[src/rtl/reset_mux_sync.sv]
// reset_mux_sync: N-way active-low reset selector with a glitch-free switchover hold.
// A selector change forces the output asserted for HOLD_CYCLES cycles before the
// new source is applied. Optional macro RESET_MUX_SYNC_EN adds a 2-flop
// reset synchroniser (async assert, sync deassert) on the output.
module reset_mux_sync #(
  parameter int unsigned NUM_RST     = 4,
  parameter int unsigned SEL_W       = 2,
  parameter int unsigned HOLD_CYCLES = 4,
  parameter int unsigned INIT_SEL    = 0
) (
  input  logic               CLK,
  input  logic               RST_N,
  input  logic [SEL_W-1:0]   SELECT,
  input  logic               SELECT_ENABLE,
  input  logic [NUM_RST-1:0] RST_IN,
  output logic               RST_OUT,
  output logic [SEL_W-1:0]   SEL_CUR,
  output logic               BUSY,
  output logic               SEL_ERR
);

  localparam int unsigned PAD_W  = 1 << SEL_W;
  localparam int unsigned CNT_W  = 16;
  localparam logic [CNT_W-1:0] HOLD_RELOAD = CNT_W'(HOLD_CYCLES - 1);
  localparam logic [SEL_W-1:0] SEL_INIT    = SEL_W'(INIT_SEL);
  localparam logic [SEL_W:0]   SEL_LIMIT   = (SEL_W + 1)'(NUM_RST);

  typedef enum logic [0:0] {
    IDLE = 1'b0,
    HOLD = 1'b1
  } state_e;

  state_e             state_q;
  logic [SEL_W-1:0]   sel_reg;
  logic [SEL_W-1:0]   pend_reg;
  logic [CNT_W-1:0]   hold_cnt;
  logic               err_reg;

  logic [PAD_W-1:0]   rst_in_pad;
  logic               sel_in_range;
  logic               raw_rst_n;

  // Zero-extend the source vector so any selector code indexes a real bit.
  assign rst_in_pad   = PAD_W'(RST_IN);
  assign sel_in_range = {1'b0, SELECT} < SEL_LIMIT;

  // Selector FSM: accept requests in IDLE, count down the hold, then apply.
  always_ff @(posedge CLK or negedge RST_N) begin
    if (!RST_N) begin
      state_q  <= IDLE;
      sel_reg  <= SEL_INIT;
      pend_reg <= SEL_INIT;
      hold_cnt <= '0;
      err_reg  <= 1'b0;
    end else begin
      err_reg <= 1'b0;
      case (state_q)
        IDLE: begin
          if (SELECT_ENABLE) begin
            if (!sel_in_range) begin
              err_reg <= 1'b1;
            end else if (SELECT != sel_reg) begin
              pend_reg <= SELECT;
              hold_cnt <= HOLD_RELOAD;
              state_q  <= HOLD;
            end
          end
        end
        HOLD: begin
          // Requests arriving here are dropped on purpose: no queuing, no error.
          if (hold_cnt == '0) begin
            sel_reg <= pend_reg;
            state_q <= IDLE;
          end else begin
            hold_cnt <= hold_cnt - CNT_W'(1);
          end
        end
        default: state_q <= IDLE;
      endcase
    end
  end

  assign SEL_CUR = sel_reg;
  assign BUSY    = (state_q == HOLD);
  assign SEL_ERR = err_reg;

  // Raw reset: block reset, switchover hold and the selected source, all active-low.
  assign raw_rst_n = RST_N & (state_q != HOLD) & rst_in_pad[sel_reg];

`ifdef RESET_MUX_SYNC_EN
  logic [1:0] sync_q;

  // Reset synchroniser: raw low clears immediately, release ripples through 2 flops.
  always_ff @(posedge CLK or negedge raw_rst_n) begin
    if (!raw_rst_n) begin
      sync_q <= 2'b00;
    end else begin
      sync_q <= {sync_q[0], 1'b1};
    end
  end

  assign RST_OUT = sync_q[1];
`else
  assign RST_OUT = raw_rst_n;
`endif

endmodule
[config.mk]
export PLATFORM = sky130hd
export DESIGN_NAME = reset_mux_sync
export DESIGN_NICKNAME = d
export VERILOG_FILES = /design/src/rtl/reset_mux_sync.sv
export SDC_FILE = /design/constraint.sdc
export NUM_CORES = 1
export LEC_CHECK = 0
export ABC_AREA = 1
export CAP_MARGIN = 20
export CORE_MARGIN = 5
export CORE_UTILIZATION = 60
export CTS_BUF_LIST = sky130_fd_sc_hd__clkbuf_4 sky130_fd_sc_hd__clkbuf_8 sky130_fd_sc_hd__clkbuf_16
export CTS_CLUSTER_DIAMETER = 30
export CTS_CLUSTER_SIZE = 28
export DETAILED_ROUTE_END_ITERATION = 8
export PLACE_DENSITY = 0.84
export SLEW_MARGIN = 5
export SYNTH_ARGS = -nofsm -noshare
export SYNTH_HDL_FRONTEND = slang
export SYNTH_SLANG_ARGS = --single-unit
[constraint.sdc]
create_clock -name CLK -period 4 [get_ports CLK]
set_input_delay 0.8 -clock CLK [delete_from_list [all_inputs] [get_ports CLK]]
set_output_delay 0.8 -clock CLK [all_outputs]
set_load 0.005 [all_outputs]
### After elaboration in Yosys (flattened, before gate mapping)

Cells that the tools add are included.

* equal/unequal tests: 4
* multiplexer cells: 10
* bitwise operators: 3
* order comparisons: 1
* reductions and logical operators: 4
* add/subtract/negate cells: 1

Operators with widths (number)
* $mux W16: 3
* $pmux W16 S2: 1
* $logic_not A16 Y1: 1
* $sub A16 B1 Y16 const B: 1
* $ne A2 B2 Y1 const B: 3
* $reduce_and A3 Y1: 2
* $mux W1: 4
* $lt A2 B3 Y1 const B: 1
* $and A1 B1 Y1: 2
* $bmux W1 S2: 1
* $ne A2 B2 Y1: 1
* $pmux W1 S2: 1
* $reduce_and A2 Y1: 1
* $not A1 Y1: 1

* input port bits: 9
* register bits: 21
* logic and storage cells: 27

### Longest topological paths before layout

* word-level depth: 4
* depth in mapped cells: 9
* gate-level depth less buffers: 9

### Worst setup path after synthesis

No wires, ideal clock.

* kind: input-to-output
* from: input port RST_IN[2]
* to: output port RST_OUT
* buffers on the path: 0
* stages on the path: 2
* path slack: 2.049 ns
* arrival time: 1.151 ns
* path through: nand2_1 > a221oi_1

* longest elaborated chain between the ends: 3

Ends and longest elaborated chain
* from (decl): RTL line 15 `input logic [NUM_RST-1:0] RST_IN,`
* $bmux W1 S2: RTL line 88 `assign raw_rst_n = RST_N & (state_q != HOLD) & rst_in_pad[sel_reg];`
* $mux W1 (not written as such): RTL line 88
* $and A1 B1 Y1: RTL line 88
* to (decl): RTL line 16 `output logic RST_OUT,`

Every way passes these cells. The select of a mux whose other input is x is not followed.

### Worst setup path after layout

Ends and elaborated chain as after synthesis.

==> results.json <==
{
  "grtUsageMet2_pct": 33.8,
  "die_h_um": 57.3,
  "syn_area_um2": 1340,
  "timing.slew.headroom_pct": 57.5,
  "multi_input_area_um2": 717,
  "vias_per_cell": 5.14,
  "via_count": 1197,
  "initial_core_util_pct": 61.8,
  "fmax_mhz": 335,
  "worstPathArrival_ps": 2190,
  "finalInstanceArea_um2": 1510,
  "p_leak_nw": 0.710,
  "die_w_um": 57.3,
  "cp_max_fo": 1,
  "max_cap_viol_count": 0,
  "antenna_found_initial": 0,
  "fin_crit_ps": 2990,
  "end_kind": "output port",
  "setup.worst_path.class": "in2out",
  "cts_max_path_buffers": 2,
  "cts-root-buf": "clkbuf_4",
  "setup_viol": 0,
  "dieArea_um2": 3280,
  "peakVddDrop_v": 0.000228,
  "finalClockSkew_ps": 14.5,
  "drcViolationCount": 0,
  "core_region_area_um2": 2170,
  "r2r_cells": 7,
  "globalplace.congestion": 0.849,
  "synth_cell_types": 25,
  "startpoint_type": "input port",
  "run_status": "finished, final reports clean",
  "clk_latency_ps": 310,
  "rows": 17,
  "fin_setup_tns_ps": 0,
  "yosysWarnings": 0,
  "netlist_instances": 191,
  "routedWlPerCell_um": 12.3,
  "dpl.hpwl_um": 2190,
  "dr.pass1.iters": 5,
  "clkTransAtPathRegs_ps": 120,
  "cts_buffers": 3,
  "drive_above_1_share_pct": 9.76,
  "cts_resized": 0,
  "synth_nets": 201,
  "nets": 216,
  "worstMarginPinSlew_ps": 638,
  "post-cts-setup-buffers": 0,
  "grt_use_total_pct": 19.7,
  "ioPinCount": 14,
  "antenna_left": 0,
  "grt.met3_usage_pct": 4.07,
  "grt_pass1_vias": 1154,
  "ctsHoldBuffers": 0,
  "io_buffers": 12,
  "grt_pass1_wl_um": 5140,
  "cts_tree": "yes",
  "fill_cells": 181,
  "grt_use_met1_pct": 25.5,
  "post_dp_cell_area_um2": 1480,
  "ys_ff_latch": 21,
  "avgSynthCellArea_um2": 7.02,
  "r2r_setup_slack_ps": 2190,
  "ys_seq_area_share_pct": 39.2,
  "largest_register_ffs": 16,
  "min_path_type": "reg2reg",
  "r2r-start": "hold_cnt[0]$_DFFE_PN0P_",
  "power_density_nw_per_um2": 224,
  "grt_max_degree": 22,
  "hold_viol_final": 0,
  "timing.critical_path.from": "RST_IN[2]",
  "fin_crit_sh_pct": 74.6,
  "clock-sinks": 21,
  "syn_to_final_growth_pct": 12.7,
  "critical_path.endpoint": "RST_OUT",
  "r2r_end": "hold_cnt[11]$_DFFE_PN0P_",
  "first_iter_violations": 50,
  "cp.required_ps": 3200,
  "busiest_layer": "met2",
  "wl_um": 2870,
  "overflow": 0,
  "slew_violations": 0,
  "insertedDiodeCount": 0,
  "rsz0062_at_grt": "no",
  "seqCellArea_um2": 526,
  "htreeDepth": 1
}
placed cells by master, fill, tap and decap left out, drive strengths merged:
cell / n
a21oi: 5
a221oi: 1
buf: 1
clkbuf: 4
clkdlybuf4s50: 12
conb: 1
dfrtp: 21
ha: 1
inv: 20
nand2: 65
nand3: 17
nand4: 1
nor2: 36
nor3: 1
o21ai: 12
or2: 1
xor2: 6
worst min path at each step:
stage	startpoint	end	slack, ps	cells past startpoint
after floorplan	pend_reg[0]$_DFFE_PN0P_	SEL_CUR[0]$_DFFE_PN0P_	450	2
after global placement	pend_reg[1]$_DFFE_PN0P_	pend_reg[1]$_DFFE_PN0P_	480	2
after detailed placement	pend_reg[0]$_DFFE_PN0P_	SEL_CUR[0]$_DFFE_PN0P_	490	2
after CTS	pend_reg[0]$_DFFE_PN0P_	SEL_CUR[0]$_DFFE_PN0P_	520	2
final	pend_reg[1]$_DFFE_PN0P_	SEL_CUR[1]$_DFFE_PN0P_	510	2
after global routing	pend_reg[1]$_DFFE_PN0P_	SEL_CUR[1]$_DFFE_PN0P_	520	2
through the flow:
step	power, mW	util, %	setup WS, ps	instances	hold WS, ps
2_1_floorplan	0.219	-	2050	191	453
3_3_place_gp	0.232	68.2	1040	229	476
3_5_place_dp	0.232	68.2	1030	229	492
4_1_cts	0.343	69.6	1020	233	521
5_1_grt	0.359	69.6	968	233	524
6_report	0.338	69.6	1010	233	508
logic make-up after synthesis:
family | synth area share (%)
and+or+nand+nor | 40.2
buffers and inverters | 7.28
AOI/OAI and AO/OA | 8.12
xor gates and xnor gates | 3.92
adders and majority gates | 0.934
other | 0.280
DFF | 39.2
worst max-delay path, cell delays in order:
cell             delay, ps
clkdlybuf4s50_1        470
nand2_1                 60
a221oi_1               290
clkdlybuf4s50_1        550
cell type report:
type,instances,share of cell area (%)
Inverter,20,4.97
Multi-Input combinational cell,147,47.5
Tap cell,28,2.32
Timing Repair Buffer,13,8.45
Sequential cell,21,34.8
Clock buffer,4,1.99
synthesized netlist by cell type (all sizes together):
master	number	area [um2]
nand2	65	267
nor2	36	170
dfrtp	21	526
inv	20	75.1
nand3	17	85.1
o21ai	12	60.1
xor2	6	52.6
a21oi	5	40.0
buf	2	18.8
a221oi	1	8.76
clkbuf	1	3.75
conb	1	3.75
ha	1	12.5
nand4	1	6.26
nor3	1	5.00
or2	1	6.26
power by group:
group,switching [mW],total [mW],internal (mW)
Combinational,0.00753,0.0157,0.00821
Sequential,0,0.212,0.212
Clock,0.0646,0.110,0.0457
per-layer routing:
| metal | share of wire (%) | wire length, um |
|---|---|---|
| met1 | 44 | 1280 |
| met3 | 4.0 | 114 |
| met5 | 0 | 0 |
| met4 | 0.66 | 19 |
| met2 | 51 | 1460 |
No activity file was read; power rests on OpenSTA's default activity.
